$ cat config.mk
export PLATFORM = sky130hd
export DESIGN_NAME = avalon_mem_master
export DESIGN_NICKNAME = d
export VERILOG_FILES = /design/src/rtl/avalon_mem_master.sv
export SDC_FILE = /design/constraint.sdc
export NUM_CORES = 1
export LEC_CHECK = 0
export CORE_MARGIN = 5
export CORE_UTILIZATION = 47
export CTS_CLUSTER_SIZE = 28
export DETAILED_ROUTE_END_ITERATION = 10
export GPL_TIMING_DRIVEN = 0
export PLACE_DENSITY = 0.86
export SLEW_MARGIN = 20
export SYNTH_ARGS = -nofsm -noshare
export SYNTH_HDL_FRONTEND = slang
export SYNTH_SLANG_ARGS = --single-unit
export TNS_END_PERCENT = 5
$ cat constraint.sdc
create_clock -name clk -period 5.7 [get_ports clk]
set_clock_uncertainty 0.2 [all_clocks]
set_input_delay 0.57 -clock clk [delete_from_list [all_inputs] [get_ports clk]]
set_output_delay 0.57 -clock clk [all_outputs]
set_load 0.02 [all_outputs]
$ cat src/rtl/avalon_mem_master.sv
// avalon_mem_master: turns one CPU load/store request into a single Avalon-MM
// read or write. It holds the command across waitrequest stalls, builds
// byteenable and lane-replicated writedata, and returns extended load data.
// Ports:
//   clk, reset                        clock, async active-high reset
//   req_valid/req_ready               CPU request handshake (ready only in IDLE)
//   req_write/req_size/req_signed     operation, 00 byte 01 half 10 word, sign-extend loads
//   req_addr/req_wdata                byte address, right-aligned store data
//   resp_valid/resp_rdata/resp_error  one-cycle completion with load data / error
//   address/read/write/writedata/byteenable/waitrequest/readdata  Avalon-MM master
module avalon_mem_master #(
  parameter int unsigned WAIT_LIMIT = 0
) (
  input  logic        clk,
  input  logic        reset,
  input  logic        req_valid,
  output logic        req_ready,
  input  logic        req_write,
  input  logic [1:0]  req_size,
  input  logic        req_signed,
  input  logic [31:0] req_addr,
  input  logic [31:0] req_wdata,
  output logic        resp_valid,
  output logic [31:0] resp_rdata,
  output logic        resp_error,
  output logic [31:0] address,
  output logic        read,
  output logic        write,
  input  logic        waitrequest,
  output logic [31:0] writedata,
  output logic [3:0]  byteenable,
  input  logic [31:0] readdata
);

  localparam int unsigned CNT_W = (WAIT_LIMIT > 1) ? $clog2(WAIT_LIMIT + 1) : 1;

  typedef enum logic [1:0] {S_IDLE, S_BUS, S_CAPT, S_RESP} state_e;

  state_e             state_q, state_d;
  logic               op_write_q, op_write_d;
  logic [1:0]         size_q, size_d;
  logic               signed_q, signed_d;
  logic [1:0]         lane_q, lane_d;
  logic [CNT_W-1:0]   cnt_q, cnt_d;
  logic               ready_q, ready_d;
  logic               read_q, read_d, write_q, write_d;
  logic [31:0]        address_q, address_d, writedata_q, writedata_d;
  logic [3:0]         byteenable_q, byteenable_d;
  logic               resp_valid_q, resp_valid_d, resp_error_q, resp_error_d;
  logic [31:0]        resp_rdata_q, resp_rdata_d;

  logic               accept_c, misaligned_c, timeout_c;
  logic [3:0]         be_c;
  logic [31:0]        wd_c, load_c;
  logic [7:0]         lane_byte_c;
  logic [15:0]        lane_half_c;

  // Request decode: alignment check, lane enables and replicated store data.
  always_comb begin
    accept_c = req_valid && ready_q;
    unique case (req_size)
      2'b00: begin
        misaligned_c = 1'b0;
        be_c         = 4'b0001 << req_addr[1:0];
        wd_c         = {4{req_wdata[7:0]}};
      end
      2'b01: begin
        misaligned_c = req_addr[0];
        be_c         = req_addr[1] ? 4'b1100 : 4'b0011;
        wd_c         = {2{req_wdata[15:0]}};
      end
      2'b10: begin
        misaligned_c = |req_addr[1:0];
        be_c         = 4'b1111;
        wd_c         = req_wdata;
      end
      default: begin
        misaligned_c = 1'b1;
        be_c         = 4'b0000;
        wd_c         = 32'd0;
      end
    endcase
  end

  // Timeout fires on the stalled edge that brings the count to WAIT_LIMIT.
  always_comb begin
    timeout_c = (WAIT_LIMIT != 0) && waitrequest &&
                (cnt_q == CNT_W'(WAIT_LIMIT - 1));
  end

  // Little-endian lane extraction and sign/zero extension of load data.
  always_comb begin
    unique case (lane_q)
      2'd0:    lane_byte_c = readdata[7:0];
      2'd1:    lane_byte_c = readdata[15:8];
      2'd2:    lane_byte_c = readdata[23:16];
      default: lane_byte_c = readdata[31:24];
    endcase
    lane_half_c = lane_q[1] ? readdata[31:16] : readdata[15:0];
    unique case (size_q)
      2'b00:   load_c = signed_q ? {{24{lane_byte_c[7]}}, lane_byte_c} : {24'd0, lane_byte_c};
      2'b01:   load_c = signed_q ? {{16{lane_half_c[15]}}, lane_half_c} : {16'd0, lane_half_c};
      default: load_c = readdata;
    endcase
  end

  // State register.
  always_ff @(posedge clk or posedge reset) begin
    if (reset) state_q <= S_IDLE;
    else       state_q <= state_d;
  end

  // Next-state logic.
  always_comb begin
    state_d = state_q;
    unique case (state_q)
      S_IDLE: if (accept_c) state_d = misaligned_c ? S_RESP : S_BUS;
      S_BUS: begin
        if (!waitrequest)   state_d = op_write_q ? S_RESP : S_CAPT;
        else if (timeout_c) state_d = S_RESP;
      end
      S_CAPT:  state_d = S_RESP;
      default: state_d = S_IDLE;
    endcase
  end

  // Output / datapath next values; strobes and pulses default low.
  always_comb begin
    op_write_d   = op_write_q;
    size_d       = size_q;
    signed_d     = signed_q;
    lane_d       = lane_q;
    cnt_d        = cnt_q;
    ready_d      = 1'b0;
    read_d       = 1'b0;
    write_d      = 1'b0;
    address_d    = address_q;
    writedata_d  = writedata_q;
    byteenable_d = byteenable_q;
    resp_valid_d = 1'b0;
    resp_error_d = resp_error_q;
    resp_rdata_d = resp_rdata_q;
    unique case (state_q)
      S_IDLE: begin
        ready_d = 1'b1;
        if (accept_c) begin
          op_write_d   = req_write;
          size_d       = req_size;
          signed_d     = req_signed;
          lane_d       = req_addr[1:0];
          cnt_d        = '0;
          ready_d      = 1'b0;
          resp_rdata_d = 32'd0;
          resp_error_d = misaligned_c;
          if (misaligned_c) begin
            resp_valid_d = 1'b1;
          end else begin
            read_d       = !req_write;
            write_d      = req_write;
            address_d    = {req_addr[31:2], 2'b00};
            writedata_d  = wd_c;
            byteenable_d = be_c;
          end
        end
      end
      S_BUS: begin
        if (!waitrequest) begin
          resp_valid_d = op_write_q;
        end else if (timeout_c) begin
          resp_valid_d = 1'b1;
          resp_error_d = 1'b1;
        end else begin
          read_d  = read_q;
          write_d = write_q;
          cnt_d   = cnt_q + 1'b1;
        end
      end
      S_CAPT: begin
        resp_rdata_d = load_c;
        resp_valid_d = 1'b1;
      end
      default: ready_d = 1'b1;
    endcase
  end

  // Datapath and output registers.
  always_ff @(posedge clk or posedge reset) begin
    if (reset) begin
      op_write_q   <= 1'b0;
      size_q       <= 2'b00;
      signed_q     <= 1'b0;
      lane_q       <= 2'b00;
      cnt_q        <= '0;
      ready_q      <= 1'b1;
      read_q       <= 1'b0;
      write_q      <= 1'b0;
      address_q    <= 32'd0;
      writedata_q  <= 32'd0;
      byteenable_q <= 4'd0;
      resp_valid_q <= 1'b0;
      resp_error_q <= 1'b0;
      resp_rdata_q <= 32'd0;
    end else begin
      op_write_q   <= op_write_d;
      size_q       <= size_d;
      signed_q     <= signed_d;
      lane_q       <= lane_d;
      cnt_q        <= cnt_d;
      ready_q      <= ready_d;
      read_q       <= read_d;
      write_q      <= write_d;
      address_q    <= address_d;
      writedata_q  <= writedata_d;
      byteenable_q <= byteenable_d;
      resp_valid_q <= resp_valid_d;
      resp_error_q <= resp_error_d;
      resp_rdata_q <= resp_rdata_d;
    end
  end

  assign req_ready  = ready_q;
  assign read       = read_q;
  assign write      = write_q;
  assign address    = address_q;
  assign writedata  = writedata_q;
  assign byteenable = byteenable_q;
  assign resp_valid = resp_valid_q;
  assign resp_error = resp_error_q;
  assign resp_rdata = resp_rdata_q;

endmodule

* Word level (Yosys, flattened, before mapping)
Cells that the tools add are included.
Storage, ports and cells: bits in registers 111, latch bits 0, memory bits (writable) 0, bits in read-only memories 0, bits of input ports 104, output and inout port bits 105, memories 0
Cells by class: $add $sub $neg 0, $mul 0, divide/modulo/power cells 0, $lt $le $gt $ge 0, equal/unequal tests 9, shift-type cells 1, muxes and demuxes 29, bitwise operators 1, reduce and logical (&&, ||, !) cells 13
Operator list (number):
- $pmux W32 S2 | 2
- $mux W32 | 3
- $pmux W32 S3 | 1
- $pmux W8 S3 | 1
- $mux W16 | 1
- $pmux W4 S3 | 1
- $mux W1 | 10
- $eq A2 B1 Y1 const B | 4
- $logic_not A2 Y1 | 4
- $eq A2 B2 Y1 const B | 3
- $mux W2 | 3
- $pmux W1 S2 | 3
- $pmux W1 S3 | 2
- $pmux W2 S3 | 1
- $reduce_and A2 Y1 | 3
- $mux W4 | 1
- $ne A2 B2 Y1 const B | 2
- $reduce_or A2 Y1 | 2
- $shl A1 B2 Y4 const A | 1
- $reduce_and A3 Y1 | 1
- $reduce_bool A2 Y1 | 1
- $logic_and A1 B1 Y1 | 1
- $logic_not A1 Y1 | 1
- $not A1 Y1 | 1

* Logic depth before layout (Yosys ltp)
Gate-level depths: netlist of the first run.
word-level depth 5, gate-level depth with buffers 9, depth with buffers taken out 6

* Least setup slack after synthesis of the first run
OpenSTA, ideal clock, no wires.
path type input to register, start input req_addr[1], end register address_q[18], in the netlist address[18], arrival 1.864 ns, setup slack 3.511 ns, stages on the path 6, path through buf_2 > o21a_1 > o22a_1 > nor2_4 > buf_6 > mux2_2
On the way: cells in the longest elaborated chain, start to end 4
Ends and longest elaborated chain:
- start, declared | RTL line 21 | input logic [31:0] req_addr,
- $reduce_or A2 Y1 | RTL line 73 | misaligned_c = |req_addr[1:0];
- $pmux W1 S3 | RTL line 61 | unique case (req_size)
- $not A1 Y1 (no source line)
- $reduce_and A3 Y1 (no source line)
- end signal, assigned | RTL line 212 | address_q <= address_d;
- end, declared | RTL line 47 | logic [31:0] address_q, address_d, writedata_q, writedata_d;
Every way passes these cells. A chain may end at the register's enable or synchronous reset.

* Worst setup path after layout of the first run
start register state_q[0], end register resp_rdata_q[17], in the netlist resp_rdata[17]
On the way: cells in the longest elaborated chain, start to end 3, elaborated cells between the ends (all ways) 6, those cells by class eq/ne (2); mux (1); reduce/logical (3)
Ends and longest elaborated chain:
- start, declared | RTL line 39 | state_e state_q, state_d;
- start signal, assigned | RTL line 110 | else state_q <= state_d;
- $eq A2 B2 Y1 / $logic_not A2 Y1 (equally long branches) | RTL line 143 | unique case (state_q)
- $reduce_bool A2 Y1 (no source line) / $ne A2 B2 Y1 (equally long branches)
- $reduce_and A2 Y1 (no source line)
- end signal, assigned | RTL line 217 | resp_rdata_q <= resp_rdata_d;
- end, declared | RTL line 50 | logic [31:0] resp_rdata_q, resp_rdata_d;
Parallel ways exist; a longest one is shown, timed or not.

==> results of run 1 <==
-- worst max-delay path: cells and delay by family, from the launching register on --
kind,cells,cell delay [ps]
adder cells (fa/ha/maj),1,180
AO/OA/AOI/OAI,2,730
flip-flops,1,420
buffers and inverters,3,790
-- power by group through the flow --
stage | Sequential, mW | Clock [mW] | Combinational [mW]
CTS | 1.36 | 0.693 | 2.19
global route | 1.41 | 0.727 | 2.33
detailed placement | 1.37 | 0 | 2.17
floorplan | 1.72 | 0 | 0.817
global placement | 1.34 | 0 | 2.12
finish | 1.36 | 0.683 | 2.18
-- per-layer routing --
metal | GRT usage [%] | share of wire, % | up-vias
met5 | 0 | 0 | -
met4 | 10.8 | 3.3 | 0
met3 | 10.4 | 13 | 44
met2 | 42.8 | 48 | 287
met1 | 28.8 | 36 | 2307
li1 | - | - | 2189
-- state kept, by name, summed over array words and instances, names as in the netlist, 2 cells and up --
signal,cells
resp_rdata,32
writedata,32
address,30
byteenable,4
lane_q,2
size_q,2
state_q,2
-- worst min-delay path by stage --
stage	endpoint	slack, ps	cells after the start
6_report	resp_rdata[10]	280	2
5_1_grt	address[26]	320	1
4_1_cts	resp_rdata[1]	290	2
3_5_place_dp	resp_rdata[1]	270	2
3_3_place_gp	resp_rdata[2]	260	2
2_1_floorplan	op_write_q	270	2
-- metrics by stage --
step / hold slack (ps) / cells / util (%) / instance area, um^2
3_5_place_dp: 271 / 825 / 69.1 / 7560
5_1_grt: 316 / 841 / 72.1 / 7880
6_report: 284 / 841 / 72.1 / 7880
4_1_cts: 286 / 841 / 72.1 / 7880
3_3_place_gp: 261 / 824 / 68.8 / 7530
2_1_floorplan: 270 / 479 / - / 5300
-- logic make-up (layout without fill, tap and decap cells) --
logic type,count (synthesis),in the layout
AO/OA/AOI/OAI,158,158
XOR/XNOR,1,1
adder cells (fa/ha/maj),4,4
buffers and inverters,50,272
flip-flops,111,111
multiplexers,63,63
other,1,2
AND/OR/NAND/NOR,90,90
-- placed cells by master, fill, tap and decap left out, drive strengths merged, types with 11 or more instances in the layout --
master / n
nor2b: 12
buf: 21
inv: 11
clkdlybuf4s50: 205
a21oi: 44
o31ai: 16
mux2: 55
o21ai: 49
clkbuf: 30
dfrtp: 110
nand2: 50
a221o: 16
-- cell type report --
cell class	instances	share of cell area [%]
timing repair buffer	206	26.4
tap	140	2.22
buffer	39	2.81
clock buffer	11	3.08
sequential	111	35.3
inverter	11	0.587
multi-input combinational	318	28.6
clock inverter	5	1.03
==> results.yml, run 1 <==
clocking:
  cts_setup_buffers: 0
  cts_sinks: 111
  numCtsBuffers: 9
  cts_tree: "built"
  clkTransAtPathRegs_ps: 70
  worstSkewPairLatency_ps: 340
  htree_num_levels: 3
  cts_root_buf: "clkbuf_16"
  post_cts_resized: 0
  hold_buffers: 0
  cts_buffer_depth: 2
logic_synthesis:
  synth_area_leaders: "dfrtp_1, mux2_2, o21ai_0"
  synth_compound_area_share_pct: 19.5
  synth.most_common_cell: "dfrtp_1"
  synth_top_area_share_pct: 52.0
  synth_edf_count: 0
  ys_ff_latch: 111
  synth_cell_types: 55
  ys_top_cells_by_count: "dfrtp_1, mux2_2, nand2_1, o21ai_0, a21oi_1"
  syn-cell-area_um2: 5300
  synthCells: 478
  synthXorXnorAreaFrac_pct: 0.165
  yosys.area_share.simple_pct: 8.67
  synthAdderAreaFrac_pct: 0.945
  async_flop_share_pct: 100
  yosysSeqAreaShare_pct: 52.5
  yosysWarningCount: 0
  synth_mux_area_share_pct: 13.2
  synth_top_family_by_area: "compound AO/OA/AOI/OAI gates"
  avgSynthCellArea_um2: 11.1
  synth_area_leader_cell: "dfrtp_1"
  synth-main-ff-cell: "dfrtp_1"
setup_path:
  critical_path.endpoint: "resp_rdata[17]"
  crit_chain: "inv_1 -> ha_1 -> clkbuf_1 -> a21oi_1 -> clkbuf_1 -> a221o_2"
  critPathLaunchType: "register"
  end_kind: "register"
  slowest_stage: "a221o_2"
  r2r-end: "resp_rdata[17]"
  cp-startpoint: "state_q[0]"
  crit_top_cell: "clkbuf_1"
  max_stage_delay_ps: 460
  path_max_fanout: 10
  crit_arrival_ps: 2470
  required_ps: 5730
  worstSetupPathType: "register to register"
  r2r_slack_ps: 3260
  r2r_start: "state_q[0]"
  r2r_cells: 6
finish:
  n_antenna_cell: 0
  drive_above_1_share_pct: 14.6
  nets: 804
  multiInputGateArea_um2: 2260
  ff_latch_area_um2: 2780
  area_delta_synth_final_pct: 48.9
  fillers: 768
pwr:
  p_int_mw: 2.59
  p_leak_nw: 3.26
  power_switching_mw: 1.63
  finalPower_mw: 4.23
  p_per_area_nw_per_um2: 536
  p_comb_share_pct: 51.6
  irDropWorstVdd_v: 0.000361
  seqPwrFrac_pct: 32.2
  p_clk_share_pct: 16.2
  switching_share_pct: 38.7
worst_hold_path:
  hold_start: "resp_rdata[10]"
  hold_path.class: "register to register"
die:
  core_area_um2: 10900
  initial_core_util_pct: 48.4
  dieArea_um2: 13500
  rows: 38
  io-pin-count: 209
  die_y_um: 116
  die_x_um: 116
drt:
  drc_errors: 0
  avgViaCountPerCell: 5.74
  dr.pass1.iters: 7
  vias: 4827
  drt_iter0_drc: 326
  drt-total-wl_um: 17200
  ant_nets: 0
  avgRoutedWirePerCell_um: 20.4
timing:
  hold_violations: 0
  period_needed_ps: 2440
  relSlewSlack_pct: 59.1
  rsz0062_at_grt: "no"
  fin_ws_ps: 3260
  finalCritPeriodShare_pct: 42.8
  tightest_slew_ps: 614
  setup-tns-final_ps: 0
  slew_violations: 0
  fmax_mhz: 410
  report.final.setup_viol: 0
global_routing:
  overflow: 0
  grt_max_degree: 62
  grt_pass1_vias: 5129
  grt_pass1_wl_um: 26500
  grt_usage_pct: 25.5
  antenna_found_initial: 0
flow_run:
  drv_cap: 0
placement:
  hpwl_um: 13200
  io_buffers: 205
  gp_congestion: 0.958
  place_ws_ps: 2950
outcome:
  status: "finished clean"
Note: power is estimated with default switching activity, not from simulation.
==> inputs of run 2 (changes only) <==
--- a/config.mk
+++ b/config.mk
@@ -6,11 +6,11 @@
 export NUM_CORES = 1
 export LEC_CHECK = 0
 export CORE_MARGIN = 5
-export CORE_UTILIZATION = 47
+export CORE_UTILIZATION = 44
 export CTS_CLUSTER_SIZE = 28
 export DETAILED_ROUTE_END_ITERATION = 10
 export GPL_TIMING_DRIVEN = 0
-export PLACE_DENSITY = 0.86
+export PLACE_DENSITY = 0.81
 export SLEW_MARGIN = 20
 export SYNTH_ARGS = -nofsm -noshare
 export SYNTH_HDL_FRONTEND = slang
==> constraint.sdc (replaced) <==
create_clock -name clk -period 2.4 [get_ports clk]
set_clock_uncertainty 0.2 [all_clocks]
set_input_delay 0.24 -clock clk [delete_from_list [all_inputs] [get_ports clk]]
set_output_delay 0.24 -clock clk [all_outputs]
set_load 0.02 [all_outputs]
==> results.yml, run 2 (same netlist as run 1, synthesis figures left out) <==
timing:
  hold_violations: 0
  report.final.setup_viol: 0
  slew_violations: 0
  relSlewSlack_pct: 62.7
  rsz0062_at_grt: "no"
  period_needed_ps: 2300
  fin_ws_ps: 96.2
  whs_ps: 14.3
  fmax_mhz: 434
  finalCritPeriodShare_pct: 96.0
  tightest_slew_ps: 559
finish:
  mostFrequentLayoutCell: "clkdlybuf4s50_1"
  drive_above_1_share_pct: 15.5
  n_antenna_cell: 0
  final_cell_mix: "clkdlybuf4s50_1, dfrtp_1, mux2_2"
  fillers: 931
  multiInputGateArea_um2: 2270
  area_delta_synth_final_pct: 49.9
  instances_no_fill: 849
  nets: 807
  ff_latch_area_um2: 2780
  final_util_pct: 66.6
pwr:
  p_per_area_nw_per_um2: 1250
  p_leak_nw: 3.27
  irDropWorstVdd_v: 0.000728
  finalPower_mw: 9.95
drt:
  vias: 4786
  drt_iter0_drc: 371
  dr.pass1.iters: 5
  avgViaCountPerCell: 5.64
  drc_errors: 0
  avgRoutedWirePerCell_um: 20.5
  drt-total-wl_um: 17400
  ant_nets: 0
clocking:
  htree_num_levels: 3
  clkTransAtPathRegs_ps: 70
  cts_root_buf: "clkbuf_16"
  cts_buffer_depth: 2
  cts_setup_buffers: 0
  hold_buffers: 0
  post_cts_resized: 1
  worstSkewPairLatency_ps: 340
  numCtsBuffers: 9
  cts_tree: "built"
  cts_sinks: 111
global_routing:
  antenna_found_initial: 0
  grt_max_degree: 29
  grt_pass1_wl_um: 27100
  grt_usage_pct: 23.9
  grt_pass1_vias: 5055
  overflow: 0
setup_path:
  slowest_stage: "dfrtp_1"
  r2r_slack_ps: 100
  max_stage_delay_ps: 420
  cp-startpoint: "state_q[0]"
  crit_arrival_ps: 2330
  r2r_cells: 9
  crit_top_cell: "buf_6"
  critPathBufInv: 4
  r2r_start: "state_q[0]"
  cpLargestDelayFamily: "buffers and inverters"
  worstSetupPathType: "register to register"
  end_kind: "register"
  path_max_fanout: 10
  crit_chain: "inv_1 -> ha_4 -> a21bo_2 -> buf_2 -> nand2_2 -> buf_6 -> nor2_2 -> buf_6 -> a221o_2"
  critPathLaunchType: "register"
  r2r-end: "resp_rdata[19]"
  required_ps: 2420
outcome:
  status: "finished clean"
worst_hold_path:
  hold_path_depth: 3
  hold_path.class: "input port to register"
  hold_start: "req_addr[1]"
  hold_end: "lane_q[1]"
die:
  core_area_um2: 11900
  die_y_um: 120
  initial_core_util_pct: 44.5
  rows: 40
  io-pin-count: 209
  die_x_um: 120
  dieArea_um2: 14300
placement:
  io_buffers: 205
  placed_cells: 835
  place_ws_ps: -99.1
  hpwl_um: 13500
  gp_congestion: 0.874
flow_run:
  drv_cap: 0
## run 2: worst max-delay path by stage
| stage | slack, ps | end | depth (start not counted) |
|---|---|---|---|
| floorplan | 280 | resp_rdata[16] | 9 |
| global placement | -440 | resp_rdata[25] | 2 |
| detailed placement | -100 | writedata[28] | 7 |
| finish | 100 | resp_rdata[19] | 9 |
| CTS | 10 | resp_rdata[19] | 6 |
| global route | 1 | resp_rdata[19] | 9 |
## run 2: area by class of cell
cell class	instances	share of cell area (%)
plain buffers	39	2.84
clock buffers	9	2.84
clock inverters	5	0.757
inverters	11	0.568
multi-input cells	318	28.6
flip-flops and latches	111	35.0
well taps	147	2.32
repair buffers	209	27.1
## run 2: per-stage QoR
stage,cell area [um^2],TNS (ps)
floorplan,5300,0
global placement,7540,-47980
detailed placement,7630,-555
CTS,7920,0
global route,7940,0
finish,7940,0
## run 2: power by group
group	internal [mW]	total, mW	switching [mW]
combinational	2.53	5.23	2.70
clock	0.803	1.49	0.684
sequential	2.71	3.23	0.519
## run 2: per-layer routing
layer / vias to the layer above / global-route usage (%) / part of all wire (%)
met4: 0 / 7.87 / 2.3
met3: 34 / 8.44 / 10
met5: - / 0 / 0
met1: 2309 / 29.1 / 40
met2: 252 / 39.8 / 48
li1: 2191 / - / -
## run 2: tightest hold or removal path, delay by kind of cell
kind                   cells  cell delay [ps]
buffers and inverters      1              150
AND/OR/NAND/NOR            1               60
AO/OA/AOI/OAI              1               60
==> inputs of run 3 (changes only) <==
--- a/config.mk
+++ b/config.mk
@@ -10,8 +10,8 @@
 export CTS_CLUSTER_SIZE = 28
 export DETAILED_ROUTE_END_ITERATION = 10
 export GPL_TIMING_DRIVEN = 0
-export PLACE_DENSITY = 0.81
-export SLEW_MARGIN = 20
+export PLACE_DENSITY_LB_ADDON = 0.05
+export SLEW_MARGIN = 25
 export SYNTH_ARGS = -nofsm -noshare
 export SYNTH_HDL_FRONTEND = slang
 export SYNTH_SLANG_ARGS = --single-unit
==> results.yml, run 3 (same netlist as run 1, synthesis figures left out) <==
drt:
  dr.pass1.iters: 5
  drt_iter0_drc: 283
  drt-total-wl_um: 16400
  vias: 4770
  avgViaCountPerCell: 5.61
  drc_errors: 0
  avgRoutedWirePerCell_um: 19.3
  ant_nets: 0
die:
  dieArea_um2: 14300
  die_y_um: 120
  io-pin-count: 209
  initial_core_util_pct: 44.5
  core_area_um2: 11900
  rows: 40
  die_x_um: 120
global_routing:
  grt_pass1_vias: 4902
  antenna_found_initial: 0
  overflow: 0
  grt_max_degree: 29
  grt_usage_pct: 22.6
  grt_pass1_wl_um: 25600
finish:
  instances_no_fill: 850
  area_delta_synth_final_pct: 50.2
  final_util_pct: 66.8
  nets: 807
  final_cell_mix: "clkdlybuf4s50_1, dfrtp_1, mux2_2"
  stdcell_area_um2: 7950
  drive_above_1_share_pct: 15.4
  n_antenna_cell: 0
  mostFrequentLayoutCell: "clkdlybuf4s50_1"
setup_path:
  r2r_slack_ps: 70
  crit_arrival_ps: 2380
  path_max_fanout: 10
  r2r_cells: 7
  required_ps: 2450
  r2r_start: "state_q[0]"
  critPathLaunchType: "register"
  worstSetupPathType: "register to register"
  end_kind: "register"
  r2r-end: "resp_rdata[2]"
clocking:
  worstSkewPairLatency_ps: 340
  cts_buffer_depth: 2
  clkTransAtPathRegs_ps: 70
  numCtsBuffers: 9
  cts_root_buf: "clkbuf_16"
  htree_num_levels: 3
  cts_tree: "built"
  hold_buffers: 0
  cts_sinks: 111
placement:
  io_buffers: 205
  hpwl_um: 12500
  gp_congestion: 0.876
  placed_cells: 835
  dpl_cell_area_um2: 7630
timing:
  hold_violations: 0
  relSlewSlack_pct: 63.4
  fmax_mhz: 429
  rsz0062_at_grt: "yes"
  report.final.setup_viol: 0
  tightest_slew_ps: 549
  setup-tns-final_ps: 0
  finalCritPeriodShare_pct: 97.2
  period_needed_ps: 2330
  slew_violations: 0
worst_hold_path:
  hold_path.class: "input port to async pin"
pwr:
  irDropWorstVdd_v: 0.000769
  finalPower_mw: 10.0
  seqPwrFrac_pct: 32.0
  p_int_mw: 6.18
  power_switching_mw: 3.83
  p_clk_share_pct: 16.0
  p_leak_nw: 3.28
  p_per_area_nw_per_um2: 1260
  p_comb_share_pct: 52.0
  switching_share_pct: 38.2
flow_run:
  drv_cap: 0
outcome:
  status: "finished clean"
-- run 3: worst max path at each step --
| stage | startpoint | to | slack (ps) | depth (start not counted) |
|---|---|---|---|---|
| 2_1_floorplan | state_q[0] | resp_rdata[16] | 280 | 9 |
| 3_3_place_gp | reset | address[14] | -500 | 2 |
| 3_5_place_dp | req_size[1] | byteenable[3] | -20 | 6 |
| 4_1_cts | state_q[1] | resp_rdata[23] | 50 | 9 |
| 5_1_grt | state_q[0] | resp_rdata[28] | -30 | 6 |
| 6_report | state_q[0] | resp_rdata[2] | 70 | 7 |
-- run 3: power groups by stage --
stage,Sequential [mW],Clock (mW),Combinational [mW]
CTS,3.20,1.63,5.18
global route,3.31,1.70,5.56
detailed placement,3.22,0,5.16
finish,3.20,1.60,5.21
floorplan,4.09,0,1.94
global placement,3.18,0,5.07
-- run 3: critical path, stage by stage, from the launching register on --
cell and delay, ps:
dfrtp_1 410, inv_1 120, ha_1 240, clkbuf_2 190, a21oi_1 410, clkbuf_1 440, nand2_1 120, o31ai_1 90
-- run 3: layout make-up --
cell class                      instances  area, um^2
Tap cell                              147         184
Clock inverter                          4        70.1
Sequential cell                       111        2780
Buffer                                 39         224
Fill cell                             961        3960
Multi-Input combinational cell        318        2270
Timing Repair Buffer                  209        2140
Inverter                               11        45.0
Clock buffer                           11         243
-- run 3: timing repair --
item	in CTS	in global routing
setup buffers	0	0
gates resized for setup	1	5
setup endpoints to repair	2	16
-- run 3: through the flow --
step	worst slack [ps]	hold slack (ps)
floorplan	276	145
global placement	-496	263
detailed placement	-15.6	275
CTS	48.2	26.4
global route	-25.0	64.4
finish	67.7	28.3
-- run 3: metal layers --
metal / up-vias / track usage (%) / wire [um]
li1: 2190 / - / -
met1: 2342 / 27.2 / 6370
met2: 207 / 37.7 / 8060
met3: 31 / 7.92 / 1510
met4: 0 / 8.16 / 437
met5: - / 0 / 0
==> RTL change: new RTL, config.mk and constraints of run 2 <==
`resp_rdata_q` no longer has a reset.
--- a/src/rtl/avalon_mem_master.sv
+++ b/src/rtl/avalon_mem_master.sv
@@ -201,3 +201,2 @@
       resp_error_q <= 1'b0;
-      resp_rdata_q <= 32'd0;
     end else begin
@@ -216,4 +215,7 @@
       resp_error_q <= resp_error_d;
-      resp_rdata_q <= resp_rdata_d;
     end
+  end
+
+  always_ff @(posedge clk) begin
+    resp_rdata_q <= resp_rdata_d;
   end
Function: differs if reset is asserted again (counterexample within 4 cycles, from zero or initial values and one cycle with reset high); with reset held inactive, the same outputs for 4 cycles.
==> RTL change against run 2 <==
Design area rose by 6.3%. Sequential cell count did not move. Wire length rose by 0.45%. Count of clock-buffer cells in the layout rose by 2. Total power rose by 7.2%. Setup slack got worse by 0.024 ns. Synthesized area rose by 9.6%. Critical endpoint is now resp_rdata[9]$_SDFFCE_PN0P_. Largest power group unchanged. Highest routed layer unchanged.
==> RTL change: results <==
[outcome]
status = completed

[yosys]
yosysSeqAreaShare = 0.506
synth-edff-count = 32
yosys.cell_types.count = 46
async_reset_ff_frac = 0.712
yosys-top-cells-count = dfrtp_1, mux2_4, a21oi_1, edfxtp_1, o21ai_0
synth.area.top_cells = dfrtp_1, edfxtp_1, mux2_4

[route]
first_iter_violations = 412
vias_per_cell = 5.48
routedWlPerCell_um = 20.0
drt-pass1-iter-count = 6

[sta]
relSlewSlack = 0.367

[global_route]
grt_usage = 0.223
grt_pass1_vias = 5129
grt_max_degree = 49

[setup_path]
crit_arrival_ns = 2.12
reg2reg_depth = 5
path_max_fanout = 32
max_stage_delay_ns = 0.46
slowest_stage = clkbuf_1

[min_path]
min_path_type = input port to asynchronous set/reset pin

[final_layout]
nets = 801
drive_above_1_share = 0.148

[power_and_ir_drop]
ir_worst_vdd_v = 0.000714

[placed_design]
gp_congestion = 0.904
dp_hpwl_um = 13400
RTL change: cell types whose count changed after synthesis, moves of 21 or more:
cell             run 2  this run
o21ai_0             49        28
nand2_1             49        18
mux2_2              52        11
edfxtp_1             0        32
dfrtp_1            110        78
and2_1               2        25
mux2_4               0        50
RTL change: worst max-delay path, delay by kind of cell, from the launching register on:
kind / cells / cell delay (ns)
buf+inv: 2 / 0.54
flops: 1 / 0.39
compound gates: 1 / 0.39
fa+ha+maj: 1 / 0.28
simple gates: 1 / 0.15
RTL change: cell type report:
type / instances / area share
buffer: 42 / 0.0329
clock buffer: 11 / 0.0313
clock inverter: 5 / 0.00445
inverter: 15 / 0.00697
multi-input combinational: 308 / 0.303
sequential: 111 / 0.349
tap: 176 / 0.0261
timing repair buffer: 206 / 0.247
RTL change: metal layers:
layer | part of all wire | up-vias | global-route usage | routed length [um]
met1 | 0.39 | 2281 | 0.269 | 6790
met5 | 0 | - | 0 | 0
met3 | 0.10 | 44 | 0.0768 | 1800
met4 | 0.032 | 0 | 0.0957 | 552
li1 | - | 2171 | - | -
met2 | 0.48 | 296 | 0.362 | 8310
RTL change: power breakdown:
part / total (mW) / leakage [nW] / internal, mW / switching (mW)
Sequential: 3.42 / 1.28 / 2.95 / 0.473
Combinational: 5.73 / 2.14 / 2.80 / 2.93
Clock: 1.52 / 0.149 / 0.805 / 0.714
RTL change: repair_timing:
action,CTS,global route
endpoints found under the setup margin,35,37
setup buffers,0,0
hold buffers,0,0
gates resized for setup,2,3
pin swaps,1,0
RTL change: worst paths after layout:
| path | startpoint | endpoint | slack (ns) |
|---|---|---|---|
| min | reset | address[20]$_DFFE_PP0P_ | 0.06 |
| max in group asynchronous | reset | req_ready$_DFF_PP1_ | 1.30 |
| min in group clk | req_size[0] | resp_error$_DFFE_PP0P_ | 0.16 |
| max | state_q[0]$_DFFE_PP0P_ | resp_rdata[9]$_SDFFCE_PN0P_ | 0.07 |
| min reg2reg | resp_error$_DFFE_PP0P_ | resp_error$_DFFE_PP0P_ | 0.28 |
| max reg2reg | state_q[0]$_DFFE_PP0P_ | resp_rdata[9]$_SDFFCE_PN0P_ | 0.07 |
RTL change: cells by family after synthesis:
kind of cell,count (synthesis),share of synthesized area
multiplexers,84,0.190
adder cells (fa/ha/maj),4,0.00862
buffers and inverters,57,0.0569
flip-flops,111,0.506
AND/OR/NAND/NOR,83,0.0847
other,1,0.000646
AO/OA/AOI/OAI,134,0.151
XOR/XNOR,1,0.00151
RTL change: stage by stage:
step	setup WS [ns]	instance area, um^2	utilization	instances
floorplan	-0.0617	5810	-	476
global placement	-1.30	8080	0.618	857
detailed placement	-0.154	8120	0.621	858
CTS	0.0278	8430	0.644	874
global route	-0.104	8430	0.644	874
finish	0.0718	8430	0.644	874
